[src/rtl/data_stack_if.sv]
// Operand-stack port bundle: operation/data from the controller, stack view back to it.
interface data_stack_if #(
    parameter int DEPTH = 32,
    parameter int WIDTH = 16
);
    localparam int DW = $clog2(DEPTH + 1);

    logic [2:0]       stackOP;
    logic [WIDTH-1:0] din;
    logic [WIDTH-1:0] top;
    logic [WIDTH-1:0] second;
    logic [DW-1:0]    depth;
    logic             overflow;
    logic             underflow;

    // Controller side: issues operations, observes the stack.
    modport master (
        output stackOP, din,
        input  top, second, depth, overflow, underflow
    );

    // Stack side: executes operations, presents entries 0/1 and status.
    modport slave (
        input  stackOP, din,
        output top, second, depth, overflow, underflow
    );
endinterface

[src/rtl/data_stack.sv]
// Register-based operand stack. Entry 0 is the top of stack and feeds the ALU A
// operand, entry 1 feeds the B operand, so both are live the cycle after an op.
// Vacated entries are always zeroed so top/second read 0 when not valid.
// Illegal operations (push when full, short pops/swaps) leave the stack intact
// and set a sticky flag that only reset clears.
module data_stack #(
    parameter int DEPTH = 32,
    parameter int WIDTH = 16
) (
    input logic         CLK,
    input logic         reset,
    data_stack_if.slave bus
);
    localparam int DW = $clog2(DEPTH + 1);
    localparam logic [DW-1:0] FULL = DW'(DEPTH);

    typedef enum logic [2:0] {
        OP_NONE   = 3'd0,
        OP_PUSH   = 3'd1,
        OP_POPREP = 3'd2,
        OP_POP    = 3'd3,
        OP_POP2   = 3'd4,
        OP_SWAP   = 3'd5
    } op_e;

    logic [WIDTH-1:0] entry_q [DEPTH];
    logic [WIDTH-1:0] entry_d [DEPTH];
    logic [DW-1:0]    depth_q, depth_d;
    logic             overflow_q, overflow_d;
    logic             underflow_q, underflow_d;

    // Next-state computation for every opcode, including the rejected cases.
    always_comb begin
        // NOTE: every output of this block is given its hold value first, so no path
        // leaves a signal unassigned and no latch is inferred.
        entry_d     = entry_q;
        depth_d     = depth_q;
        overflow_d  = overflow_q;
        underflow_d = underflow_q;

        case (bus.stackOP)
            OP_PUSH: begin
                if (depth_q == FULL) begin
                    overflow_d = 1'b1;
                end else begin
                    for (int i = DEPTH - 1; i > 0; i--) begin
                        entry_d[i] = entry_q[i-1];
                    end
                    entry_d[0] = bus.din;
                    depth_d    = depth_q + DW'(1);
                end
            end
            OP_POPREP: begin
                // Binary-op result replaces the two operands: A/B consumed, result pushed.
                if (depth_q < DW'(2)) begin
                    underflow_d = 1'b1;
                end else begin
                    entry_d[0] = bus.din;
                    for (int i = 1; i < DEPTH - 1; i++) begin
                        entry_d[i] = entry_q[i+1];
                    end
                    entry_d[DEPTH-1] = '0;
                    depth_d          = depth_q - DW'(1);
                end
            end
            OP_POP: begin
                if (depth_q == '0) begin
                    underflow_d = 1'b1;
                end else begin
                    for (int i = 0; i < DEPTH - 1; i++) begin
                        entry_d[i] = entry_q[i+1];
                    end
                    entry_d[DEPTH-1] = '0;
                    depth_d          = depth_q - DW'(1);
                end
            end
            OP_POP2: begin
                if (depth_q < DW'(2)) begin
                    underflow_d = 1'b1;
                end else begin
                    for (int i = 0; i < DEPTH - 2; i++) begin
                        entry_d[i] = entry_q[i+2];
                    end
                    entry_d[DEPTH-2] = '0;
                    entry_d[DEPTH-1] = '0;
                    depth_d          = depth_q - DW'(2);
                end
            end
            OP_SWAP: begin
                if (depth_q < DW'(2)) begin
                    underflow_d = 1'b1;
                end else begin
                    entry_d[0] = entry_q[1];
                    entry_d[1] = entry_q[0];
                end
            end
            default: begin
                // NONE and the unused codes 6/7 hold all state.
            end
        endcase
    end

    // State register; synchronous reset wins over any op on the same edge.
    always_ff @(posedge CLK) begin
        if (reset) begin
            // NOTE: the entries are flops, not RAM, and are all cleared because the
            // stack contract is that unused slots (and thus top/second) read zero.
            for (int i = 0; i < DEPTH; i++) begin
                entry_q[i] <= '0;
            end
            depth_q     <= '0;
            overflow_q  <= 1'b0;
            underflow_q <= 1'b0;
        end else begin
            entry_q     <= entry_d;
            depth_q     <= depth_d;
            overflow_q  <= overflow_d;
            underflow_q <= underflow_d;
        end
    end

    assign bus.top       = entry_q[0];
    assign bus.second    = entry_q[1];
    assign bus.depth     = depth_q;
    assign bus.overflow  = overflow_q;
    assign bus.underflow = underflow_q;

endmodule

[src/flat_wrapper.sv]
// flat-port wrapper written by rule: the top's interface ports become plain ports
module data_stack_flat 
#(
    parameter int DEPTH = 32,
    parameter int WIDTH = 16
)
  (CLK, reset, bus_stackOP, bus_din, bus_top, bus_second, bus_depth, bus_overflow, bus_underflow);
  data_stack_if #(.DEPTH(DEPTH), .WIDTH(WIDTH)) bus_i ();
  input logic CLK;
  input logic reset;
  input wire logic [$bits(bus_i.stackOP)-1:0] bus_stackOP;
  input wire logic [$bits(bus_i.din)-1:0] bus_din;
  output wire logic [$bits(bus_i.top)-1:0] bus_top;
  output wire logic [$bits(bus_i.second)-1:0] bus_second;
  output wire logic [$bits(bus_i.depth)-1:0] bus_depth;
  output wire logic [$bits(bus_i.overflow)-1:0] bus_overflow;
  output wire logic [$bits(bus_i.underflow)-1:0] bus_underflow;
  assign bus_i.stackOP = bus_stackOP;
  assign bus_i.din = bus_din;
  assign bus_top = bus_i.top;
  assign bus_second = bus_i.second;
  assign bus_depth = bus_i.depth;
  assign bus_overflow = bus_i.overflow;
  assign bus_underflow = bus_i.underflow;
  data_stack #(.DEPTH(DEPTH), .WIDTH(WIDTH)) u_core (.CLK(CLK), .reset(reset), .bus(bus_i));
endmodule
[config.mk]
export PLATFORM = sky130hd
export DESIGN_NAME = data_stack_flat
export DESIGN_NICKNAME = d
export VERILOG_FILES = /design/src/rtl/data_stack_if.sv /design/src/rtl/data_stack.sv /design/src/flat_wrapper.sv
export SDC_FILE = /design/constraint.sdc
export NUM_CORES = 1
export LEC_CHECK = 0
export CAP_MARGIN = 20
export CORE_ASPECT_RATIO = 0.5
export CORE_UTILIZATION = 60
export CTS_CLUSTER_SIZE = 28
export DETAILED_ROUTE_END_ITERATION = 16
export PLACE_DENSITY = 0.76
export SETUP_SLACK_MARGIN = 0.2
export SLEW_MARGIN = 20
export SYNTH_ARGS = -nofsm -noshare
export SYNTH_HDL_FRONTEND = slang
export SYNTH_SLANG_ARGS = --single-unit
[constraint.sdc]
create_clock -name CLK -period 6.67 [get_ports CLK]
set_input_delay 1.334 -clock CLK [delete_from_list [all_inputs] [get_ports CLK]]
set_output_delay 1.334 -clock CLK [all_outputs]
set_load 0.03 [all_outputs]
==> report_table.html, run 1 <==
<table>
<tr><th>Metric</th><th>Value</th></tr>
<tr><th colspan="2">Synthesis</th></tr>
<tr><td>Count of different cell masters after synthesis</td><td>45</td></tr>
<tr><td>Post-synthesis instance total</td><td>between 3000 and 4000</td></tr>
<tr><td>Top FF cell, synth</td><td>sky130_fd_sc_hd__dfxtp_1</td></tr>
<tr><td>Mean instance size in the synthesized netlist</td><td>slightly above 9 sq um</td></tr>
<tr><td>Flip-flop and latch count after synthesis</td><td>520</td></tr>
<tr><td>Sequential fraction of the synthesis area</td><td>about 37%</td></tr>
<tr><td>Share of the synthesized area in compound gates (AO/OA/AOI/OAI)</td><td>between 40% and 50%</td></tr>
<tr><td>Synth warnings</td><td>0</td></tr>
<tr><td>Main combinational cell family by area after synthesis</td><td>compound AO/OA/AOI/OAI gates</td></tr>
<tr><td>Post-synthesis share of cell area spent on xor and xnor gates</td><td>less than 1%</td></tr>
<tr><td>Fraction of synthesis flops using an asynchronous set or reset pin</td><td>0%</td></tr>
<tr><td>Number of synthesized flops with an enable pin</td><td>0</td></tr>
<tr><td>Simple-gate share of the synthesized area</td><td>between 10 and 15%</td></tr>
<tr><td>Adder-Cell Fraction of Synth Area</td><td>less than 1%</td></tr>
<tr><td>Total standard cell area after synthesis</td><td>28040 sq um</td></tr>
<tr><td>Synthesized Nets</td><td>3073</td></tr>
<tr><td>Multiplexer share of the synthesized area</td><td>less than 1%</td></tr>
<tr><th colspan="2">STA</th></tr>
<tr><td>Worst Clk Skew</td><td>around 16 ps</td></tr>
<tr><td>Slew Viols, Final</td><td>0</td></tr>
<tr><td>Ratio of final minimum period to clock period</td><td>around two thirds</td></tr>
<tr><td>Post-layout min period</td><td>4422 ps</td></tr>
<tr><td>Count of endpoints failing setup in the final report</td><td>0</td></tr>
<tr><td>Final count of hold timing violations</td><td>0</td></tr>
<tr><td>Accumulated negative setup slack</td><td>0 ps</td></tr>
<tr><td>Final hold slack</td><td>approximately 460 ps</td></tr>
<tr><td>Setup repair after global routing missed its margin</td><td>no</td></tr>
<tr><td>Worst-Margin Slew</td><td>1172 ps</td></tr>
<tr><td>Fmax achieved</td><td>~0.23 GHz</td></tr>
<tr><td>Worst slew slack as a fraction of its limit</td><td>a little over a fifth</td></tr>
<tr><th colspan="2">Floorplan</th></tr>
<tr><td>Num rows</td><td>55</td></tr>
<tr><td>Overall die height</td><td>154.9 um</td></tr>
<tr><td>Std-Cell Core Area</td><td>45630 sq um</td></tr>
<tr><td>Starting density of the core</td><td>between 60% and 70%</td></tr>
<tr><td>Top-Level Pins</td><td>61</td></tr>
<tr><td>Die Area</td><td>around 48000 sq um</td></tr>
<tr><td>Horizontal die dimension</td><td>between 300 and 400 um</td></tr>
<tr><th colspan="2">Run status</th></tr>
<tr><td>Outcome</td><td>finished clean</td></tr>
<tr><th colspan="2">GRT</th></tr>
<tr><td>First-pass GRT wire length</td><td>102700 um</td></tr>
<tr><td>Residual overflow from global routing</td><td>0</td></tr>
<tr><td>Global routing usage on met1</td><td>between 30% and 40%</td></tr>
<tr><td>Met3 routing resource usage after global routing</td><td>3.024%</td></tr>
<tr><td>Number of global-route vias before repair</td><td>around 20000</td></tr>
<tr><td>Global Route met2 Usage</td><td>36.45%</td></tr>
<tr><td>Initial antenna violation count</td><td>0</td></tr>
<tr><td>Busiest layer in global routing</td><td>met1</td></tr>
<tr><td>Maximum number of pins on one net before global-route repair</td><td>around 220</td></tr>
<tr><td>GRT Util Overall</td><td>24.68%</td></tr>
<tr><th colspan="2">Setup path</th></tr>
<tr><td>Logic depth of the worst register-to-register path</td><td>6</td></tr>
<tr><td>Startpoint of the worst register-to-register path</td><td>u_core.bus.depth[1]</td></tr>
<tr><td>Arrival time of the worst setup path</td><td>around 5000 ps</td></tr>
<tr><td>Maximum fanout along the worst path</td><td>between 100 and 150</td></tr>
<tr><td>Startpoint Class</td><td>input pin</td></tr>
<tr><td>Launching element of the worst setup path</td><td>bus_stackOP[2]</td></tr>
<tr><td>Required time at the endpoint of the critical path</td><td>~7100 ps</td></tr>
<tr><td>Minimum setup slack among reg-to-reg paths</td><td>approximately 3300 ps</td></tr>
<tr><td>Type of the worst setup path</td><td>in2reg</td></tr>
<tr><td>Crit path capture type</td><td>register</td></tr>
<tr><th colspan="2">Place</th></tr>
<tr><td>RD Place Congestion</td><td>between 0.7 and 0.8</td></tr>
<tr><td>Half-perimeter wire length after placement</td><td>34450 um</td></tr>
<tr><td>Count of input and output buffers</td><td>60</td></tr>
<tr><th colspan="2">CTS</th></tr>
<tr><td>TritonCTS clock tree</td><td>done</td></tr>
<tr><td>Clock Sinks</td><td>520</td></tr>
<tr><td>Resized Gates After CTS</td><td>0</td></tr>
<tr><td>Clock Tree Root</td><td>sky130_fd_sc_hd__clkbuf_16</td></tr>
<tr><td>Clock-pin slew reported for the worst setup and hold paths after clock tree synthesis</td><td>about 60 ps</td></tr>
<tr><td>Buffer levels on the longest clock path</td><td>3</td></tr>
<tr><td>Post-CTS Setup Inserts</td><td>0</td></tr>
<tr><td>CTS buffer count</td><td>48</td></tr>
<tr><td>Clock insertion delay at the later pin of the skew report</td><td>570 ps</td></tr>
<tr><td>H-tree levels</td><td>2</td></tr>
<tr><td>CTS Hold Bufs</td><td>0</td></tr>
<tr><th colspan="2">Worst hold path</th></tr>
<tr><td>Worst hold path cell count</td><td>2</td></tr>
<tr><td>Path class of the lowest-slack min-delay path</td><td>reg2reg</td></tr>
<tr><td>Worst min-delay path startpoint</td><td>u_core.entry_q[8]</td></tr>
<tr><th colspan="2">Route</th></tr>
<tr><td>DRT antenna net count</td><td>0</td></tr>
<tr><td>Detailed Routing Iterations Pass 1</td><td>6</td></tr>
<tr><td>Vias</td><td>roughly 23000</td></tr>
<tr><td>Starting DRC count in detailed routing</td><td>2800</td></tr>
<tr><td>Final routed wire length divided by cell count</td><td>between 15 and 20 um</td></tr>
<tr><td>Post-detailed-route via-to-cell ratio</td><td>about 6.6</td></tr>
<tr><td>Routed wire length</td><td>approximately 60000 um</td></tr>
<tr><td>Number of DRC violations after detailed routing</td><td>0</td></tr>
<tr><th colspan="2">Pwr</th></tr>
<tr><td>Cell leakage power</td><td>around 8.0 nW</td></tr>
<tr><td>Worst vdd rail ir drop</td><td>between 300 and 400 uV</td></tr>
<tr><td>Clock network power share</td><td>between 20% and 30%</td></tr>
<tr><td>Net switching fraction of the power</td><td>between 40% and 50%</td></tr>
<tr><td>Pint</td><td>7.636 mW</td></tr>
<tr><td>Fraction of power consumed by sequential logic</td><td>just over 40%</td></tr>
<tr><td>Power per unit of standard cell area</td><td>approximately 440 nW/um^2</td></tr>
<tr><td>Sw Pwr</td><td>roughly 5.2 mW</td></tr>
<tr><td>Comb power frac</td><td>between 30% and 40%</td></tr>
<tr><th colspan="2">Flow run</th></tr>
<tr><td>Max-capacitance violation count</td><td>0</td></tr>
<tr><th colspan="2">Finish</th></tr>
<tr><td>Diodes inserted</td><td>0</td></tr>
<tr><td>Most common cell after layout, fill and taps aside</td><td>sky130_fd_sc_hd__dfxtp_1</td></tr>
<tr><td>Syn-to-layout area delta</td><td>4.940%</td></tr>
<tr><td>Highest-count cells in the layout ignoring fill and taps</td><td>sky130_fd_sc_hd__dfxtp_1, sky130_fd_sc_hd__nand2_1, sky130_fd_sc_hd__nor2_1, sky130_fd_sc_hd__a311oi_2, sky130_fd_sc_hd__a22oi_1</td></tr>
<tr><td>Net count, final</td><td>between 2000 and 3000</td></tr>
<tr><td>Fraction of final layout cells sized beyond drive strength 1</td><td>20.71%</td></tr>
</table>
-- logic make-up after synthesis --
family | Yosys count
XOR/XNOR | 4
AO/OA/AOI/OAI | 1051
AND/OR/NAND/NOR | 1080
buffers and inverters | 383
multiplexers | 2
adder cells (fa/ha/maj) | 6
flip-flops | 520
-- cell type report --
cell class              instances  area [sq um]
clock buffers                  73          1416
clock inverters                11         107.6
fillers                      3679         16200
inverters                       4         22.52
multi-input cells            2143         15680
flip-flops and latches        520         10410
well taps                     627         784.5
repair buffers                 93          1007
-- Yosys cell counts, types with 2 or more instances --
cell type	instances	area (sq um)
sky130_fd_sc_hd__nand3_1	34	170.2
sky130_fd_sc_hd__or4_1	2	15.01
sky130_fd_sc_hd__o21ai_0	3	15.01
sky130_fd_sc_hd__xnor2_1	2	17.52
sky130_fd_sc_hd__buf_1	3	11.26
sky130_fd_sc_hd__a311oi_2	474	7117
sky130_fd_sc_hd__nor3b_1	2	15.01
sky130_fd_sc_hd__clkbuf_1	250	938.4
sky130_fd_sc_hd__a221oi_1	2	17.52
sky130_fd_sc_hd__a311oi_1	6	52.55
sky130_fd_sc_hd__nor2b_1	3	18.77
sky130_fd_sc_hd__and2_1	2	12.51
sky130_fd_sc_hd__mux2i_1	2	20.02
sky130_fd_sc_hd__nor3_1	20	100.1
sky130_fd_sc_hd__buf_4	36	270.3
sky130_fd_sc_hd__inv_1	3	11.26
sky130_fd_sc_hd__dfxtp_1	520	10410
sky130_fd_sc_hd__or2_2	2	12.51
sky130_fd_sc_hd__nand2_1	516	1937
sky130_fd_sc_hd__a21o_1	3	22.52
sky130_fd_sc_hd__buf_6	49	551.8
sky130_fd_sc_hd__o211ai_1	19	142.6
sky130_fd_sc_hd__nor2_1	490	1839
sky130_fd_sc_hd__o22ai_1	17	106.4
sky130_fd_sc_hd__nand2b_1	4	25.02
sky130_fd_sc_hd__ha_1	5	62.56
sky130_fd_sc_hd__a21oi_1	55	275.3
sky130_fd_sc_hd__xor2_1	2	17.52
sky130_fd_sc_hd__a22oi_1	464	3483
sky130_fd_sc_hd__buf_2	41	205.2
-- power groups by stage --
stage	Combinational (mW)	Sequential, mW	Clock [mW]
after global placement	4.56	5.31	0
after floorplan	4.39	5.05	0
after detailed placement	4.78	5.35	0
after CTS	4.80	5.28	2.79
after global routing	5.29	5.47	2.90
final	4.80	5.32	2.73
-- worst paths after layout --
path	end
max	u_core.entry_q[41]
min	u_core.entry_q[8]
max reg2reg	u_core.entry_q[421]
min reg2reg	u_core.entry_q[8]
-- through the flow --
step	power [mW]	worst slack (ps)	utilization [%]	cells	area [sq um]
6_report	12.85	2248	64.49	3471	29420
5_1_grt	13.66	2050	64.49	3471	29420
4_1_cts	12.87	2214	64.46	3471	29410
3_5_place_dp	10.13	1661	61.12	3387	27890
3_3_place_gp	9.872	1823	61.12	3387	27890
2_1_floorplan	9.441	2782	-	3046	28040
-- registers in the layout, indices dropped and copies added, names as in the netlist --
name and flops:
u_core.bus.top 16, u_core.bus.underflow 1, u_core.bus.overflow 1, u_core.bus.depth 6, u_core.entry_q 480, u_core.bus.second 16
-- worst max-delay path: stages --
cell                              delay, ps
sky130_fd_sc_hd__clkdlybuf4s50_1        450
sky130_fd_sc_hd__buf_4                  380
sky130_fd_sc_hd__nand2b_1               180
sky130_fd_sc_hd__buf_4                  330
sky130_fd_sc_hd__inv_8                  280
sky130_fd_sc_hd__nor2_4                 650
sky130_fd_sc_hd__buf_4                  420
sky130_fd_sc_hd__buf_4                  390
sky130_fd_sc_hd__nand2_1                130
sky130_fd_sc_hd__a311oi_2               290
-- routing by layer --
metal	wire (um)	share of wire, %
met5	0	0
met4	702	1.1
met3	3125	5.1
met2	26290	43
met1	31640	51
Note: power is estimated with default switching activity, not from simulation.
==> run 2: changes to the inputs <==
==> constraint.sdc (replaced) <==
create_clock -name CLK -period 4.3 [get_ports CLK]
set_input_delay 0.86 -clock CLK [delete_from_list [all_inputs] [get_ports CLK]]
set_output_delay 0.86 -clock CLK [all_outputs]
set_load 0.03 [all_outputs]
==> run 2 against run 1 <==
Largest power group unchanged. Cell area is 0.62% higher. Sequential power rose by 56%. Non-clock buffer count increased by 12. Cell count grew 0.43%. Clock skew down 0.71 ps. Clock-buffer cell count unchanged. Setup slack lost 1400 ps. Hold slack gained 2.3 ps. Combinational power grew 56%. Register-to-register slack lost 2200 ps. Critical endpoint is now u_core.entry_q[471]. Routed wire length barely moved. First-iteration DRC count up 1.1%.
==> report_table.html, run 2 (same netlist as run 1, synthesis figures left out) <==
<table>
<tr><th>Metric</th><th>Value</th></tr>
<tr><th colspan="2">STA</th></tr>
<tr><td>Worst-Margin Slew</td><td>1281 ps (+108.8 ps)</td></tr>
<tr><td>Slew Viols, Final</td><td>0 (unchanged)</td></tr>
<tr><td>Post-layout min period</td><td>roughly 3400 ps</td></tr>
<tr><td>Setup repair after global routing missed its margin</td><td>no</td></tr>
<tr><td>Worst slew slack as a fraction of its limit</td><td>14.59% (-7.3 points)</td></tr>
<tr><td>Accumulated negative setup slack</td><td>0 ps (unchanged)</td></tr>
<tr><td>Count of endpoints failing setup in the final report</td><td>0 (unchanged)</td></tr>
<tr><td>Final hold slack</td><td>465.9 ps (+2.341 ps)</td></tr>
<tr><td>Fmax achieved</td><td>0.2916 GHz</td></tr>
<tr><td>Worst Clk Skew</td><td>15.37 ps (-0.7105 ps)</td></tr>
<tr><td>Ratio of final minimum period to clock period</td><td>79.74%</td></tr>
<tr><td>Final count of hold timing violations</td><td>0 (unchanged)</td></tr>
<tr><td>Least setup slack across all paths after layout</td><td>871.0 ps (-1377 ps)</td></tr>
<tr><th colspan="2">Finish</th></tr>
<tr><td>Net count, final</td><td>2849 (+0.42%)</td></tr>
<tr><td>Syn-to-layout area delta</td><td>5.587%</td></tr>
<tr><td>Most common cell after layout, fill and taps aside</td><td>sky130_fd_sc_hd__dfxtp_1</td></tr>
<tr><td>Fraction of final layout cells sized beyond drive strength 1</td><td>21.13% (+0.42 points)</td></tr>
<tr><td>Highest-count cells in the layout ignoring fill and taps</td><td>sky130_fd_sc_hd__dfxtp_1, sky130_fd_sc_hd__nand2_1, sky130_fd_sc_hd__nor2_1, sky130_fd_sc_hd__a311oi_2, sky130_fd_sc_hd__a22oi_1</td></tr>
<tr><td>End-of-flow core utilization</td><td>64.89% (+0.40 points)</td></tr>
<tr><td># fillers</td><td>3636 (-1.2%)</td></tr>
<tr><td>Register with the most flip-flops</td><td>u_core.entry_q</td></tr>
<tr><td>Diodes inserted</td><td>0 (unchanged)</td></tr>
<tr><td>Flip-flop count of the largest register after layout</td><td>480 (unchanged)</td></tr>
<tr><th colspan="2">Run status</th></tr>
<tr><td>Outcome</td><td>finished clean</td></tr>
<tr><th colspan="2">GRT</th></tr>
<tr><td>Number of global-route vias before repair</td><td>20163 (-1.3%)</td></tr>
<tr><td>Residual overflow from global routing</td><td>0 (unchanged)</td></tr>
<tr><td>First-pass GRT wire length</td><td>103700 um (+0.91%)</td></tr>
<tr><td>GRT Util Overall</td><td>24.83% (+0.15 points)</td></tr>
<tr><td>Maximum number of pins on one net before global-route repair</td><td>235 (+8.3%)</td></tr>
<tr><td>Initial antenna violation count</td><td>0 (unchanged)</td></tr>
<tr><th colspan="2">CTS</th></tr>
<tr><td>H-tree levels</td><td>2 (unchanged)</td></tr>
<tr><td>Post-CTS Setup Inserts</td><td>0 (unchanged)</td></tr>
<tr><td>CTS Hold Bufs</td><td>0 (unchanged)</td></tr>
<tr><td>Resized Gates After CTS</td><td>0 (unchanged)</td></tr>
<tr><td>Buffer levels on the longest clock path</td><td>3 (unchanged)</td></tr>
<tr><td>Clock-pin slew reported for the worst setup and hold paths after clock tree synthesis</td><td>70 ps (about the same)</td></tr>
<tr><td>TritonCTS clock tree</td><td>done</td></tr>
<tr><td>Clock Sinks</td><td>520 (unchanged)</td></tr>
<tr><td>Clock insertion delay at the later pin of the skew report</td><td>570 ps (about the same)</td></tr>
<tr><td>CTS buffer count</td><td>48 (unchanged)</td></tr>
<tr><td>Clock Tree Root</td><td>sky130_fd_sc_hd__clkbuf_16</td></tr>
<tr><th colspan="2">Place</th></tr>
<tr><td>Setup Slack @ Placement</td><td>353.6 ps (-1308 ps)</td></tr>
<tr><td>RD Place Congestion</td><td>0.7704 (-0.49%)</td></tr>
<tr><td>Count of input and output buffers</td><td>60 (unchanged)</td></tr>
<tr><td>Half-perimeter wire length after placement</td><td>35130 um (+2.0%)</td></tr>
<tr><th colspan="2">Setup path</th></tr>
<tr><td>Startpoint Class</td><td>input pin</td></tr>
<tr><td>Type of the worst setup path</td><td>in2reg</td></tr>
<tr><td>Arrival time of the worst setup path</td><td>3900 ps (-990 ps)</td></tr>
<tr><td>Crit path capture type</td><td>register</td></tr>
<tr><td>Required time at the endpoint of the critical path</td><td>4770 ps (-2370 ps)</td></tr>
<tr><td>Maximum fanout along the worst path</td><td>89 (-18%)</td></tr>
<tr><th colspan="2">Floorplan</th></tr>
<tr><td>Std-Cell Core Area</td><td>45630 sq um (unchanged)</td></tr>
<tr><td>Starting density of the core</td><td>61.45% (unchanged)</td></tr>
<tr><td>Top-Level Pins</td><td>61 (unchanged)</td></tr>
<tr><td>Num rows</td><td>55 (unchanged)</td></tr>
<tr><td>Die Area</td><td>47650 sq um (unchanged)</td></tr>
<tr><td>Overall die height</td><td>154.9 um (unchanged)</td></tr>
<tr><td>Horizontal die dimension</td><td>307.7 um (unchanged)</td></tr>
<tr><th colspan="2">Pwr</th></tr>
<tr><td>Cell leakage power</td><td>8.115 nW (+1.2%)</td></tr>
<tr><td>Total Power</td><td>20.02 mW (+56%)</td></tr>
<tr><td>Worst vdd rail ir drop</td><td>398.9 uV (+19%)</td></tr>
<tr><td>Power per unit of standard cell area</td><td>676.3 nW/um^2 (+55%)</td></tr>
<tr><th colspan="2">Worst hold path</th></tr>
<tr><td>Path class of the lowest-slack min-delay path</td><td>reg2reg</td></tr>
<tr><th colspan="2">Route</th></tr>
<tr><td>Routed wire length</td><td>61760 um (about the same)</td></tr>
<tr><td>DRT antenna net count</td><td>0 (unchanged)</td></tr>
<tr><td>Detailed Routing Iterations Pass 1</td><td>6 (unchanged)</td></tr>
<tr><td>Starting DRC count in detailed routing</td><td>2831 (+1.1%)</td></tr>
<tr><td>Number of DRC violations after detailed routing</td><td>0 (unchanged)</td></tr>
<tr><td>Vias</td><td>22781 (+0.16%)</td></tr>
<tr><td>Final routed wire length divided by cell count</td><td>17.72 um (-0.42%)</td></tr>
<tr><td>Post-detailed-route via-to-cell ratio</td><td>6.535 (-0.27%)</td></tr>
<tr><th colspan="2">Flow run</th></tr>
<tr><td>Max-capacitance violation count</td><td>0 (unchanged)</td></tr>
</table>
## run 2: final timing paths
path                                          start                  end  slack [ps]  cells past startpoint
worst max register to register  u_core.bus.depth[1]  u_core.entry_q[471]        1160                      6
worst max-delay path                 bus_stackOP[0]  u_core.entry_q[471]         870                      7
worst min register to register    u_core.entry_q[8]    u_core.entry_q[8]         470                      2
worst min-delay path              u_core.entry_q[8]    u_core.entry_q[8]         470                      2
## run 2: final cells by class
type	count	area (sq um)	area share [%]
well taps	627	784.5	2.650
multi-input cells	2143	15660	52.88
inverters	4	22.52	0.07607
flip-flops and latches	520	10410	35.16
repair buffers	105	1181	3.990
clock buffers	73	1426	4.818
clock inverters	14	125.1	0.4226
## run 2: per-layer routing
layer  global-route usage, %  wire length, um  vias to the layer above
met3                   3.215             3109                       57
met5                       0                0                        -
met1                   39.92            31600                    11119
met2                   34.71            26320                      586
met4                   4.904              738                        0
li1                        -                -                    11019
## run 2: through the flow
stage               area, sq um  std cells
floorplan                 28040       3046
global placement          28050       3399
detailed placement        28050       3399
CTS                       29600       3486
global route              29600       3486
finish                    29600       3486
## run 2: power by group
group | switching [mW] | total, mW | internal [mW] | leakage (nW)
clock network | 1.86 | 4.27 | 2.41 | 0.766
logic | 4.46 | 7.48 | 3.02 | 3.07
registers | 1.80 | 8.28 | 6.48 | 4.27
## run 2: worst max-delay path: stages
cell and delay (ps):
sky130_fd_sc_hd__clkdlybuf4s50_1 620, sky130_fd_sc_hd__nor3b_2 270, sky130_fd_sc_hd__o22ai_1 170, sky130_fd_sc_hd__nor2_4 530
sky130_fd_sc_hd__buf_4 890, sky130_fd_sc_hd__nor2_1 150, sky130_fd_sc_hd__a311oi_2 280
